[src/rtl/uart_tx_arbiter_pkg.sv]
// Shared types for the UART transmit arbiter.
// State encoding and byte width used by the arbiter and its interface.
package uart_tx_arbiter_pkg;

    localparam int DATA_W = 8;

    typedef enum logic [2:0] {
        ST_IDLE,
        ST_START,
        ST_BUSY,
        ST_GAP,
        ST_HOLD
    } state_t;

endpackage

[src/rtl/uart_tx_arbiter_if.sv]
// Requester-side and UART-side signals of the transmit arbiter.
// slave = the arbiter, master = requesters plus UART.
interface uart_tx_arbiter_if #(
    parameter int N_REQ = 4
);
    import uart_tx_arbiter_pkg::*;

    logic [N_REQ-1:0]        req;
    logic [DATA_W*N_REQ-1:0] req_data;
    logic [N_REQ-1:0]        req_last;
    logic [N_REQ-1:0]        ack;
    logic [N_REQ-1:0]        grant;
    logic                    timeout_err;
    logic                    tx_ready;
    logic                    start_tx;
    logic [DATA_W-1:0]       TX_data;

    modport slave (
        input  req, req_data, req_last, tx_ready,
        output ack, grant, timeout_err, start_tx, TX_data
    );

    modport master (
        output req, req_data, req_last, tx_ready,
        input  ack, grant, timeout_err, start_tx, TX_data
    );

endinterface

[src/rtl/uart_tx_arbiter_rr_pick.sv]
// Round-robin priority select: first set request at or after the
// pointer, wrapping modulo N_REQ; result is one-hot or zero.
module uart_tx_arbiter_rr_pick #(
    parameter int N_REQ = 4,
    parameter int PTR_W = $clog2(N_REQ)
) (
    input  logic [N_REQ-1:0] i_req,
    input  logic [PTR_W-1:0] i_ptr,
    output logic [N_REQ-1:0] o_gnt
);

    logic             w_found;
    logic [PTR_W-1:0] w_idx;

    // Scan from the pointer upward and keep only the first hit.
    always_comb begin
        o_gnt   = '0;
        w_found = 1'b0;
        w_idx   = '0;
        for (int k = 0; k < N_REQ; k++) begin
            w_idx = PTR_W'((int'(i_ptr) + k) % N_REQ);
            if (!w_found && i_req[w_idx]) begin
                o_gnt[w_idx] = 1'b1;
                w_found      = 1'b1;
            end
        end
    end

endmodule

[src/rtl/uart_tx_arbiter.sv]
// Shares one UART transmitter between N_REQ byte-stream requesters,
// round-robin, with the grant locked for a whole packet.
module uart_tx_arbiter
    import uart_tx_arbiter_pkg::*;
#(
    parameter int N_REQ        = 4,
    parameter int HOLD_TIMEOUT = 100000,
    parameter int GAP_CYCLES   = 0
) (
    input  logic             clk,
    input  logic             reset,
    uart_tx_arbiter_if.slave bus
);

    localparam int PTR_W   = $clog2(N_REQ);
    localparam int CNT_MAX = (HOLD_TIMEOUT > GAP_CYCLES) ?
                             HOLD_TIMEOUT : GAP_CYCLES;
    localparam int CNT_W   = $clog2(CNT_MAX + 1);
    localparam logic [CNT_W-1:0] HOLD_LAST = CNT_W'(HOLD_TIMEOUT - 1);
    localparam logic [CNT_W-1:0] GAP_LAST  =
        CNT_W'((GAP_CYCLES > 0) ? GAP_CYCLES - 1 : 0);

    state_t            r_state,  w_state_n;
    logic [PTR_W-1:0]  r_rr_ptr, w_rr_ptr_n;
    logic              r_lock,   w_lock_n;
    logic [N_REQ-1:0]  r_grant,  w_grant_n;
    logic [PTR_W-1:0]  r_owner,  w_owner_n;
    logic [DATA_W-1:0] r_data,   w_data_n;
    logic              r_last,   w_last_n;
    logic [CNT_W-1:0]  r_cnt,    w_cnt_n;
    logic [N_REQ-1:0]  r_ack,    w_ack_n;
    logic              r_tout,   w_tout_n;

    logic [N_REQ-1:0]  w_pick;
    logic [PTR_W-1:0]  w_pick_idx;
    logic [DATA_W-1:0] w_pick_data;
    logic [DATA_W-1:0] w_own_data;
    logic              w_done;
    logic [PTR_W-1:0]  w_ptr_after;

    uart_tx_arbiter_rr_pick #(
        .N_REQ (N_REQ),
        .PTR_W (PTR_W)
    ) u_rr_pick (
        .i_req (bus.req),
        .i_ptr (r_rr_ptr),
        .o_gnt (w_pick)
    );

    // Index and byte of the picked requester and of the current owner.
    always_comb begin
        w_pick_idx  = '0;
        w_pick_data = '0;
        w_own_data  = '0;
        for (int i = 0; i < N_REQ; i++) begin
            if (w_pick[i]) begin
                w_pick_idx  = PTR_W'(i);
                w_pick_data = bus.req_data[i*DATA_W +: DATA_W];
            end
            if (int'(r_owner) == i) begin
                w_own_data = bus.req_data[i*DATA_W +: DATA_W];
            end
        end
        w_ptr_after = (int'(r_owner) == N_REQ - 1) ? '0 : r_owner + 1'b1;
    end

    // Next-state logic: byte sequencing, packet lock and hold timeout.
    always_comb begin
        w_state_n  = r_state;
        w_rr_ptr_n = r_rr_ptr;
        w_lock_n   = r_lock;
        w_grant_n  = r_grant;
        w_owner_n  = r_owner;
        w_data_n   = r_data;
        w_last_n   = r_last;
        w_cnt_n    = r_cnt;
        w_ack_n    = '0;
        w_tout_n   = 1'b0;
        w_done     = 1'b0;
        case (r_state)
            ST_IDLE: begin
                if (|bus.req && bus.tx_ready) begin
                    w_grant_n = w_pick;
                    w_owner_n = w_pick_idx;
                    w_data_n  = w_pick_data;
                    w_last_n  = bus.req_last[w_pick_idx];
                    w_ack_n   = w_pick;
                    w_state_n = ST_START;
                end
            end
            ST_START: begin
                if (!bus.tx_ready) w_state_n = ST_BUSY;
            end
            ST_BUSY: begin
                if (bus.tx_ready) begin
                    if (GAP_CYCLES > 0) begin
                        w_cnt_n   = '0;
                        w_state_n = ST_GAP;
                    end else begin
                        w_done = 1'b1;
                    end
                end
            end
            ST_GAP: begin
                if (r_cnt == GAP_LAST) w_done = 1'b1;
                else                   w_cnt_n = r_cnt + 1'b1;
            end
            ST_HOLD: begin
                if (bus.req[r_owner]) begin
                    w_data_n  = w_own_data;
                    w_last_n  = bus.req_last[r_owner];
                    w_ack_n   = r_grant;
                    w_cnt_n   = '0;
                    w_state_n = ST_START;
                end else if (r_cnt == HOLD_LAST) begin
                    w_tout_n   = 1'b1;
                    w_grant_n  = '0;
                    w_lock_n   = 1'b0;
                    w_rr_ptr_n = w_ptr_after;
                    w_cnt_n    = '0;
                    w_state_n  = ST_IDLE;
                end else begin
                    w_cnt_n = r_cnt + 1'b1;
                end
            end
            default: w_state_n = ST_IDLE;
        endcase
        if (w_done) begin
            w_cnt_n = '0;
            if (r_last) begin
                w_grant_n  = '0;
                w_lock_n   = 1'b0;
                w_rr_ptr_n = w_ptr_after;
                w_state_n  = ST_IDLE;
            end else begin
                w_lock_n  = 1'b1;
                w_state_n = ST_HOLD;
            end
        end
    end

    // State register; reset abandons any in-flight byte at once.
    always_ff @(posedge clk or posedge reset) begin
        if (reset) begin
            r_state  <= ST_IDLE;
            r_rr_ptr <= '0;
            r_lock   <= 1'b0;
            r_grant  <= '0;
            r_owner  <= '0;
            r_data   <= '0;
            r_last   <= 1'b0;
            r_cnt    <= '0;
            r_ack    <= '0;
            r_tout   <= 1'b0;
        end else begin
            r_state  <= w_state_n;
            r_rr_ptr <= w_rr_ptr_n;
            r_lock   <= w_lock_n;
            r_grant  <= w_grant_n;
            r_owner  <= w_owner_n;
            r_data   <= w_data_n;
            r_last   <= w_last_n;
            r_cnt    <= w_cnt_n;
            r_ack    <= w_ack_n;
            r_tout   <= w_tout_n;
        end
    end

    assign bus.ack         = r_ack;
    assign bus.grant       = r_grant;
    assign bus.timeout_err = r_tout;
    assign bus.start_tx    = (r_state == ST_START);
    assign bus.TX_data     = r_data;

endmodule

[src/flat_wrapper.sv]
// flat-port wrapper written by rule: the top's interface ports become plain ports
module uart_tx_arbiter_flat import uart_tx_arbiter_pkg::*;
#(
    parameter int N_REQ        = 4,
    parameter int HOLD_TIMEOUT = 100000,
    parameter int GAP_CYCLES   = 0
)
  (clk, reset, bus_req, bus_req_data, bus_req_last, bus_tx_ready, bus_ack, bus_grant, bus_timeout_err, bus_start_tx, bus_TX_data);
  uart_tx_arbiter_if #(.N_REQ(N_REQ)) bus_i ();
  input  logic clk;
  input  logic reset;
  input wire logic [$bits(bus_i.req)-1:0] bus_req;
  input wire logic [$bits(bus_i.req_data)-1:0] bus_req_data;
  input wire logic [$bits(bus_i.req_last)-1:0] bus_req_last;
  input wire logic [$bits(bus_i.tx_ready)-1:0] bus_tx_ready;
  output wire logic [$bits(bus_i.ack)-1:0] bus_ack;
  output wire logic [$bits(bus_i.grant)-1:0] bus_grant;
  output wire logic [$bits(bus_i.timeout_err)-1:0] bus_timeout_err;
  output wire logic [$bits(bus_i.start_tx)-1:0] bus_start_tx;
  output wire logic [$bits(bus_i.TX_data)-1:0] bus_TX_data;
  assign bus_i.req = bus_req;
  assign bus_i.req_data = bus_req_data;
  assign bus_i.req_last = bus_req_last;
  assign bus_i.tx_ready = bus_tx_ready;
  assign bus_ack = bus_i.ack;
  assign bus_grant = bus_i.grant;
  assign bus_timeout_err = bus_i.timeout_err;
  assign bus_start_tx = bus_i.start_tx;
  assign bus_TX_data = bus_i.TX_data;
  uart_tx_arbiter #(.N_REQ(N_REQ), .HOLD_TIMEOUT(HOLD_TIMEOUT), .GAP_CYCLES(GAP_CYCLES)) u_core (.clk(clk), .reset(reset), .bus(bus_i));
endmodule
[config.mk]
export PLATFORM = sky130hd
export DESIGN_NAME = uart_tx_arbiter_flat
export DESIGN_NICKNAME = d
export VERILOG_FILES = /design/src/rtl/uart_tx_arbiter_pkg.sv /design/src/rtl/uart_tx_arbiter_if.sv /design/src/rtl/uart_tx_arbiter_rr_pick.sv /design/src/rtl/uart_tx_arbiter.sv /design/src/flat_wrapper.sv
export SDC_FILE = /design/constraint.sdc
export NUM_CORES = 1
export LEC_CHECK = 0
export ABC_AREA = 1
export BUFFER_PORTS_ARGS = -buffer_cell sky130_fd_sc_hd__clkbuf_2
export CELL_PAD_IN_SITES_DETAIL_PLACEMENT = 0
export CELL_PAD_IN_SITES_GLOBAL_PLACEMENT = 1
export CORE_AREA = 2 2 115 117
export CTS_CLUSTER_DIAMETER = 200
export DETAILED_ROUTE_END_ITERATION = 10
export DIE_AREA = 0 0 117 119
export PLACE_DENSITY_LB_ADDON = 0.1
export SKIP_CTS_REPAIR_TIMING = 1
export SLEW_MARGIN = 20
export SYNTH_ARGS = -nofsm -noshare
export SYNTH_HDL_FRONTEND = slang
export SYNTH_SLANG_ARGS = --single-unit
[constraint.sdc]
create_clock -name clk -period 2.6 [get_ports clk]
set_input_delay 0.26 -clock clk [delete_from_list [all_inputs] [get_ports clk]]
set_output_delay 0.26 -clock clk [all_outputs]
set_load 0.03 [all_outputs]
# --- Word level (Yosys, flattened, before mapping) ---
# Index checks and enable logic that the tools add are counted.
classes:
  add_sub_neg: 5
  n_lt_le_gt_ge: 10
  n_reduce_logical: 22
  n_eq_ne: 15
  muxes: 79
  n_bitwise: 3
op_table:
  columns: ["operator", "n"]
  rows:
  - ["8-bit 2-to-1 mux", 10]
  - ["17-bit 2-to-1 mux", 4]
  - ["4-bit 2-to-1 mux", 11]
  - ["17-bit one-hot mux with 2 select lines", 1]
  - ["1-bit 2-to-1 mux", 22]
  - ["2-bit by 3-bit < comparator with 1-bit output, second input constant", 6]
  - ["3-bit 2-to-1 mux", 6]
  - ["17-bit by 1-bit adder with 17-bit output, second input constant", 1]
  - ["17-bit == test, second input constant", 1]
  - ["17-bit logical NOT", 1]
  - ["2-bit 2-to-1 mux", 8]
  - ["4-bit one-hot mux with 2 select lines", 2]
  - ["8-bit one-hot mux with 2 select lines", 1]
  - ["1-bit binary-select mux with 2-bit select", 7]
  - ["4-bit bitwise OR", 3]
  - ["3-bit one-hot mux with 4 select lines", 1]
  - ["1-bit demux with 2-bit select", 4]
  - ["2-bit by 1-bit >= comparator with 1-bit output, second input constant", 4]
  - ["1-bit logical AND", 8]
  - ["3-bit by 2-bit == test with 1-bit output, second input constant", 2]
  - ["2-bit by 1-bit != test with 1-bit output, second input constant", 3]
  - ["3-bit by 2-bit != test with 1-bit output, second input constant", 2]
  - ["2-bit by 1-bit adder with 2-bit output, second input constant", 2]
  - ["2-bit adder, second input constant", 2]
  - ["other kinds (17)", 22]
totals:
  input_bits: 43
  regBits: 42

# --- Logic depth before layout (Yosys ltp) ---
# Gate-level depths: netlist of the first run.
depth:
  ltp_word: 19
  ltp_mapped: 18

# --- By module ---
# Synthesis of the first run repeated with hierarchy kept, for this count alone.
hier_totals:
  cells_unflattened: 508
  hier_area_um2: 3311.9
modules_own_cells:
  columns: ["mod", "area_each_um2", "cells_per_inst", "instances"]
  rows:
  - ["uart_tx_arbiter", 2912.8, 435, 1]
  - ["uart_tx_arbiter_rr_pick", 399.1, 73, 1]

# --- Least setup slack after synthesis of the first run ---
# OpenSTA, ideal clock, no wires.
synth_timing:
  kind: "flip-flop to flip-flop"
  startpoint: "register u_core.r_rr_ptr[1]"
  endpoint: "register u_core.r_data[0] (netlist: u_core.bus.TX_data[0])"
  arrival_ps: 2176
  n_path_buf: 2
  setup_ps: 120
  period_less_slack_ps: 2296
  path_stages_with_launch: 17
  path_slack_ps: 304
  t_required_ps: 2480
  path_cell_list: "dfrtp_1 -> inv_1 -> ha_1 -> inv_1 -> nand3_1 -> nand2_1 -> nand2_4 -> nor2_8 -> nand2_2 -> nand3_2 -> buf_6 -> nor2_4 -> buf_12 -> a21oi_2 -> nand2_1 -> nand2_1 -> a21oi_2"
synth_via:
  elab_chain_len: 18
  word_cells_on_any_way: 53
  classes_between: "add/sub (3); order compare (8); mux (29); bitwise (3); reduce/logical (10)"
synth_lines:
  columns: ["item", "line", "text"]
  rows:
  - ["from (decl)", "uart_tx_arbiter.sv:24", "logic [PTR_W-1:0] r_rr_ptr, w_rr_ptr_n;"]
  - ["from (signal assigned)", "uart_tx_arbiter.sv:157", "r_rr_ptr <= w_rr_ptr_n;"]
  - ["parallel branches: the longest is 11 deep, another holds 2-bit by 3-bit < comparator with 1-bit output", null, null]
  - ["4-bit 2-to-1 mux (*)", "uart_tx_arbiter_rr_pick.sv:22", "if (!w_found && i_req[w_idx]) begin"]
  - ["8-bit 2-to-1 mux (3 in series)", "uart_tx_arbiter.sv:56", "if (w_pick[i]) begin"]
  - ["8-bit 2-to-1 mux (*)", "uart_tx_arbiter.sv:56", null]
  - ["8-bit 2-to-1 mux (*)", "uart_tx_arbiter.sv:82", "if (|bus.req && bus.tx_ready) begin"]
  - ["8-bit one-hot mux with 2 select lines (*)", "uart_tx_arbiter.sv:80", "case (r_state)"]
  - ["to (signal assigned)", "uart_tx_arbiter.sv:161", "r_data <= w_data_n;"]
  - ["to (decl)", "uart_tx_arbiter.sv:28", "logic [DATA_W-1:0] r_data, w_data_n;"]
# Mark *: on every way between the ends. The select of a mux whose other input is x is not followed.
# A chain may end at the register's enable or synchronous reset.

# --- Worst setup path in the final report of the first run ---
layout_timing:
  startpoint: "register u_core.r_rr_ptr[0]"
  endpoint: "register u_core.r_data[3] (netlist: u_core.bus.TX_data[3])"
# Same word-level chain as after synthesis.

==> results.md, run 1 <==
- Synth top area share: 30.1%
- Worst path slowest cell: dfrtp_1
- Max Freq: 0.438 GHz
- Vias: 3534
- H-tree Lvls: 2
- Clock Skew: 0.0105 ns
- IO buf count: 60
- Root buffer cell: clkbuf_16
- Total power: 5.41 mW
- FP Rows: 42
- Origin of the critical flop-to-flop path: u_core.r_rr_ptr[0]
- Adder-cell share of the synthesized area: 4.29%
- CP arrival: 2.50 ns
- Largest family of logic cells by synthesized area: simple AND/OR/NAND/NOR gates
- Cell taking the most area after synthesis: dfrtp_1
- Top_reg_cell synth: dfrtp_1
- DR WL/cell: 14.2 microns
- Mapped Cells: 517
- FFs w/ async S/R, synth: 100%
- RSZ-0062 raised after global routing: false
- Num CTS Buffers: 5
- Leakage: 2.19 nW
- Critical Path RT: 2.82 ns
- Tot GR Track Use: 16.4%
- Worst-Skew Late Latency: 0.29 ns
- Slew @ Worst Pin: 0.879 ns
- Die ar.: 0.0139 sq mm
- Crit Path Class: flip-flop to flip-flop
- Seq. cell area: 0.00105 sq mm
- GR Overflow Total: 0
- Diode count: 0
- Vias in the first global route: 3604
- DR vias/cell: 4.65
- Grt met2 use: 26.3%
- First-pass GRT wire length: 18.1 mm
- # DRC: 0
- Max stage delay on crit path: 0.39 ns
- Status: finished clean
- Post-synth cell types: 39
- Die W: 117 microns
- Tmin final: 2.29 ns
- Synthesized cell area: 0.00350 sq mm
- Critical path origin: u_core.r_rr_ptr[0]
- Cell family with most CP delay: simple AND/OR/NAND/NOR gates
- Initial Util: 27.2%
- Clock transition at path regs: 0.07 ns
- Met1 Resource Use GR: 23.1%
- Worst setup EP type: flip-flop
- Non-filler instance count after layout: 760
- Clock Path Buffers: 2
- Slew Limit Fails: 0
- Hold Path Class: input port to async pin
- Seq cells post-synth: 42
- VDD IR-drop max: 0.541 mV
- Worst Path Max Fanout: 11
- Clock sinks: 42
- GRT Max-Usage Layer: met2
- CP most frequent cell: nand2_1
- CORE AREA: 0.0129 sq mm
- WP buf/inv: 3
- Rel. slew slack: 41.0%
- Post-synthesis compound-gate area fraction: 17.6%
- Worst path cell trace: inv_4, ha_1, inv_1, nand3_1, nand2_1, nand2_4, nor2_8, nand2_2, nand3_2, buf_4, nand2_1, nand2_1, nand2_1, nand2_1, nand2_1, a21oi_2
- Iter 0 DRT Violations: 258
- Area Growth Syn to Fin: 19.9%
- Final setup fails: 0
- Syn_area_per_cell: 6.76 sq um
- Final hold viol count: 0
- Cell count after placement: 750
- Die height: 119 microns
- Largest net degree at the start of global routing: 24
- Max-Cap Viols: 0
- M3 GR Usage: 1.88%
- Mapped Nets: 572
- Top Ports: 61
- TNS Setup: 0 ns
- Main area contributors after synthesis: dfrtp_1, nand2_1, inv_1
- Seq/Total Area, Yosys: 30.1%
- Final ANT Viol Nets: 0
- Post-Synth Simple-Gate Area: 36.6%
- Routability cong.: 0.835
- Fillers: 1440
- TritonCTS clock tree: done
- Number of flops mapped to enable cells by yosys: 0
- Multi-input gate area: 0.00205 sq mm
- Final net count: 638
- Initial antenna violation count: 0
- Post-Synth XOR/XNOR Area: 0%
- Share of cells above drive strength 1: 21.6%
- Synth warnings: 0
- Routed WL: 10.8 mm
- Top-count cell post-synth: nand2_1
- Pwr per Cell Area: 1290 mW/mm^2
- Drt first pass iters: 4
- DPL Wire Length: 8.71 mm
- Fin crit share: 87.9%
- Commonest cells post-synth: nand2_1, inv_1, nand3_1, nor2_1, dfrtp_1
- Startpoint types: flip-flop
- Mux share of post-synthesis cell area: 0%
-- layout make-up --
type | instances | share of cell area (%)
multi-input cells | 386 | 49.0
flip-flops and latches | 42 | 25.1
clock inverters | 3 | 1.07
repair buffers | 72 | 9.61
clock buffers | 5 | 2.99
well taps | 176 | 5.26
inverters | 76 | 6.99
-- final timing paths --
check / endpoint / slack [ns] / depth (start not counted)
min: u_core.r_last / 0.03 / 2
max: u_core.bus.TX_data[3] / 0.31 / 16
max in group asynchronous: u_core.r_cnt[14] / 1.97 / 3
min in group clk: u_core.bus.TX_data[4] / 0.37 / 5
min reg2reg: u_core.r_last / 0.51 / 2
max reg2reg: u_core.bus.TX_data[3] / 0.31 / 16
-- routing by layer --
metal  up-vias  wire (microns)
li1       1828               -
met1      1634            5210
met2        66            5110
met3         6             324
met4         0             108
met5         -               0
-- sequential cells by signal, summed over array words and instances (netlist names) --
signal	cells
u_core.r_rr_ptr	2
u_core.bus.TX_data	8
u_core.r_cnt	17
u_core.bus.timeout_err	1
u_core.r_state	3
u_core.bus.grant	4
u_core.r_owner	2
u_core.r_last	1
u_core.bus.ack	4
-- through the flow --
| stage | area [sq um] | setup WS, ns | utilization [%] | hold WS (ns) |
|---|---|---|---|---|
| floorplan | 3500 | 0.304 | - | 0.449 |
| global placement | 3980 | 0.251 | 30.9 | 0.364 |
| detailed placement | 3980 | 0.231 | 30.9 | 0.359 |
| CTS | 4150 | 0.196 | 32.3 | 0.0493 |
| global route | 4190 | 0.0257 | 32.5 | 0.0854 |
| finish | 4190 | 0.314 | 32.5 | 0.0257 |
-- report_power, final --
group | leakage (nW) | internal, mW | total (mW) | switching [mW]
registers | 0.551 | 0.852 | 1.01 | 0.154
logic | 1.56 | 1.21 | 3.67 | 2.46
clock network | 0.0760 | 0.453 | 0.733 | 0.279
total | 2.19 | 2.52 | 5.41 | 2.89
-- layout by cell type (no fill, tap or decap), drive strengths merged, types with 2 or more instances in the layout --
master and n:
a21oi 46, a22oi 4, a31oi 3, a41oi 2
buf 12, clkbuf 65, clkinv 2, clkinvlp 2
dfrtp 42, ha 12, inv 74, nand2 133
nand3 58, nand4 5, nor2 56, nor3 14
nor4 4, o21a 4, o21ai 38
-- kinds of logic after synthesis --
family / count (synthesis)
adders and majority gates: 12
buffers and inverters: 89
DFF: 42
and+or+nand+nor: 273
AOI/OAI and AO/OA: 101
(Power assumes the default switching activity.)
==> run 2: changes to the inputs <==
PLACE_DENSITY_LB_ADDON = 0.08   (was 0.1)
==> results.md, run 2 (synthesis results as in run 1) <==
- Status: finished clean (unchanged)
- Clock Path Buffers: 2 (unchanged)
- CP arrival: 2.48 ns (was 2.50 ns)
- Critical path origin: u_core.r_rr_ptr[0] (unchanged)
- Initial antenna violation count: 0 (unchanged)
- R2r worst-path depth: 17 (was 16)
- Vias in the first global route: 3454 (was 3604)
- Max Freq: 0.436 GHz (was 0.438 GHz)
- Slew Limit Fails: 0 (unchanged)
- DR vias/cell: 4.57 (was 4.65)
- Tmin final: 2.29 ns (about the same)
- Die height: 119 microns (unchanged)
- Routed WL: 10.8 mm (about the same)
- Worst Path Max Fanout: 11 (unchanged)
- Initial Util: 27.2% (unchanged)
- Clock transition at path regs: 0.07 ns (about the same)
- Pwr per Cell Area: 1290 mW/mm^2 (about the same)
- Max reg flops: 17 (unchanged)
- RSZ-0062 raised after global routing: false (unchanged)
- Worst setup EP type: flip-flop (unchanged)
- First-pass GRT wire length: 17.6 mm (was 18.1 mm)
- Vias: 3481 (was 3534)
- Most flops, register: u_core.r_cnt (unchanged)
- Final setup fails: 0 (unchanged)
- Largest net degree at the start of global routing: 23 (was 24)
- Rel. slew slack: 45.1% (was 41.0%)
- DR WL/cell: 14.1 microns (was 14.2 microns)
- Final hold viol count: 0 (unchanged)
- Share of cells above drive strength 1: 21.7% (was 21.6%)
- GR Overflow Total: 0 (unchanged)
- VDD IR-drop max: 0.480 mV (was 0.541 mV)
- Root buffer cell: clkbuf_16 (unchanged)
- Final ANT Viol Nets: 0 (unchanged)
- Area Growth Syn to Fin: 21.0% (was 19.9%)
- DPL Wire Length: 8.72 mm (was 8.71 mm)
- Critical Path RT: 2.78 ns (was 2.82 ns)
- CORE AREA: 0.0129 sq mm (unchanged)
- TritonCTS clock tree: done (unchanged)
- Tot GR Track Use: 16.0% (was 16.4%)
- Leakage: 2.21 nW (was 2.19 nW)
- Worst-Skew Late Latency: 0.29 ns (about the same)
- Clock sinks: 42 (unchanged)
- Max-Cap Viols: 0 (unchanged)
- Slew @ Worst Pin: 0.818 ns (was 0.879 ns)
- Commonest non-fill, non-tap cell in the layout: nand2_1 (unchanged)
- Diode count: 0 (unchanged)
- Total power: 5.48 mW (was 5.41 mW)
- Die ar.: 0.0139 sq mm (unchanged)
- Hold Path Class: input port to async pin (unchanged)
- Fin crit share: 88.2% (was 87.9%)
- H-tree Lvls: 2 (unchanged)
- Clock Skew: 0.00513 ns (was 0.0105 ns)
- Startpoint types: flip-flop (unchanged)
- DP Area: 0.00400 sq mm (was 0.00398 sq mm)
- Iter 0 DRT Violations: 253 (was 258)
- Final net count: 639 (was 638)
- # DRC: 0 (unchanged)
- Drt first pass iters: 4 (unchanged)
- Crit Path Class: flip-flop to flip-flop (unchanged)
- FP Rows: 42 (unchanged)
- Design area: 0.00423 sq mm (was 0.00419 sq mm)
- Die W: 117 microns (unchanged)
- Origin of the critical flop-to-flop path: u_core.r_rr_ptr[0] (unchanged)
- Num CTS Buffers: 5 (unchanged)
- TNS Setup: 0 ns (unchanged)
- Routability cong.: 0.848 (was 0.835)
- Top Ports: 61 (unchanged)
- Most frequent cells in the layout: nand2_1, inv_1, clkbuf_2 (unchanged)
- IO buf count: 60 (unchanged)
==> run 2: metrics by stage <==
stage	setup WS, ns	util [%]	cells	hold slack (ns)
final	0.306	32.8	761	0.0109
after global routing	0.0184	32.8	761	0.0751
after CTS	0.0943	32.6	760	0.0405
after detailed placement	0.129	31.0	752	0.349
after global placement	0.202	31.0	752	0.350
after floorplan	0.304	-	517	0.449
==> run 2: worst paths after layout <==
path                                          end  slack, ns
worst max-delay path                u_core.r_last       0.31
worst min-delay path              u_core.r_cnt[1]       0.01
worst max register to register      u_core.r_last       0.31
worst min register to register      u_core.r_last       0.49
max in group asynchronous       u_core.r_state[1]       2.00
min in group clk                u_core.r_state[1]       0.37
==> run 2: cell type report <==
| cell class | instances | area [sq um] |
|---|---|---|
| inverters | 76 | 293 |
| flip-flops and latches | 42 | 1050 |
| clock inverters | 3 | 68.8 |
| fillers | 1437 | 8650 |
| multi-input cells | 386 | 2060 |
| repair buffers | 73 | 410 |
| well taps | 176 | 220 |
| clock buffers | 5 | 125 |
==> run 2: power by group <==
group	leakage, nW	internal, mW	switching, mW	total, mW
clock	0.0940	0.552	0.272	0.824
combinational	1.57	1.19	2.45	3.64
sequential	0.551	0.852	0.158	1.01
==> run 2: critical path, cell delays in order (launching register included) <==
cell	delay, ns
dfrtp_1	0.40
inv_4	0.09
ha_1	0.35
inv_1	0.08
nand3_1	0.08
nand2_1	0.11
nand3_2	0.13
inv_2	0.05
nand2_1	0.09
nand3_4	0.17
inv_4	0.17
nand2_1	0.06
nand2_1	0.10
nand2_1	0.06
nand2_1	0.06
nand3_1	0.07
nand2_1	0.07
nand2_1	0.04
==> run 2: layer usage <==
metal	vias to the layer above	GRT usage [%]	wire [microns]
li1	1823	-	-
met1	1592	22.5	5310
met2	55	25.4	5010
met3	11	1.93	263
met4	0	4.71	174
met5	-	0	0
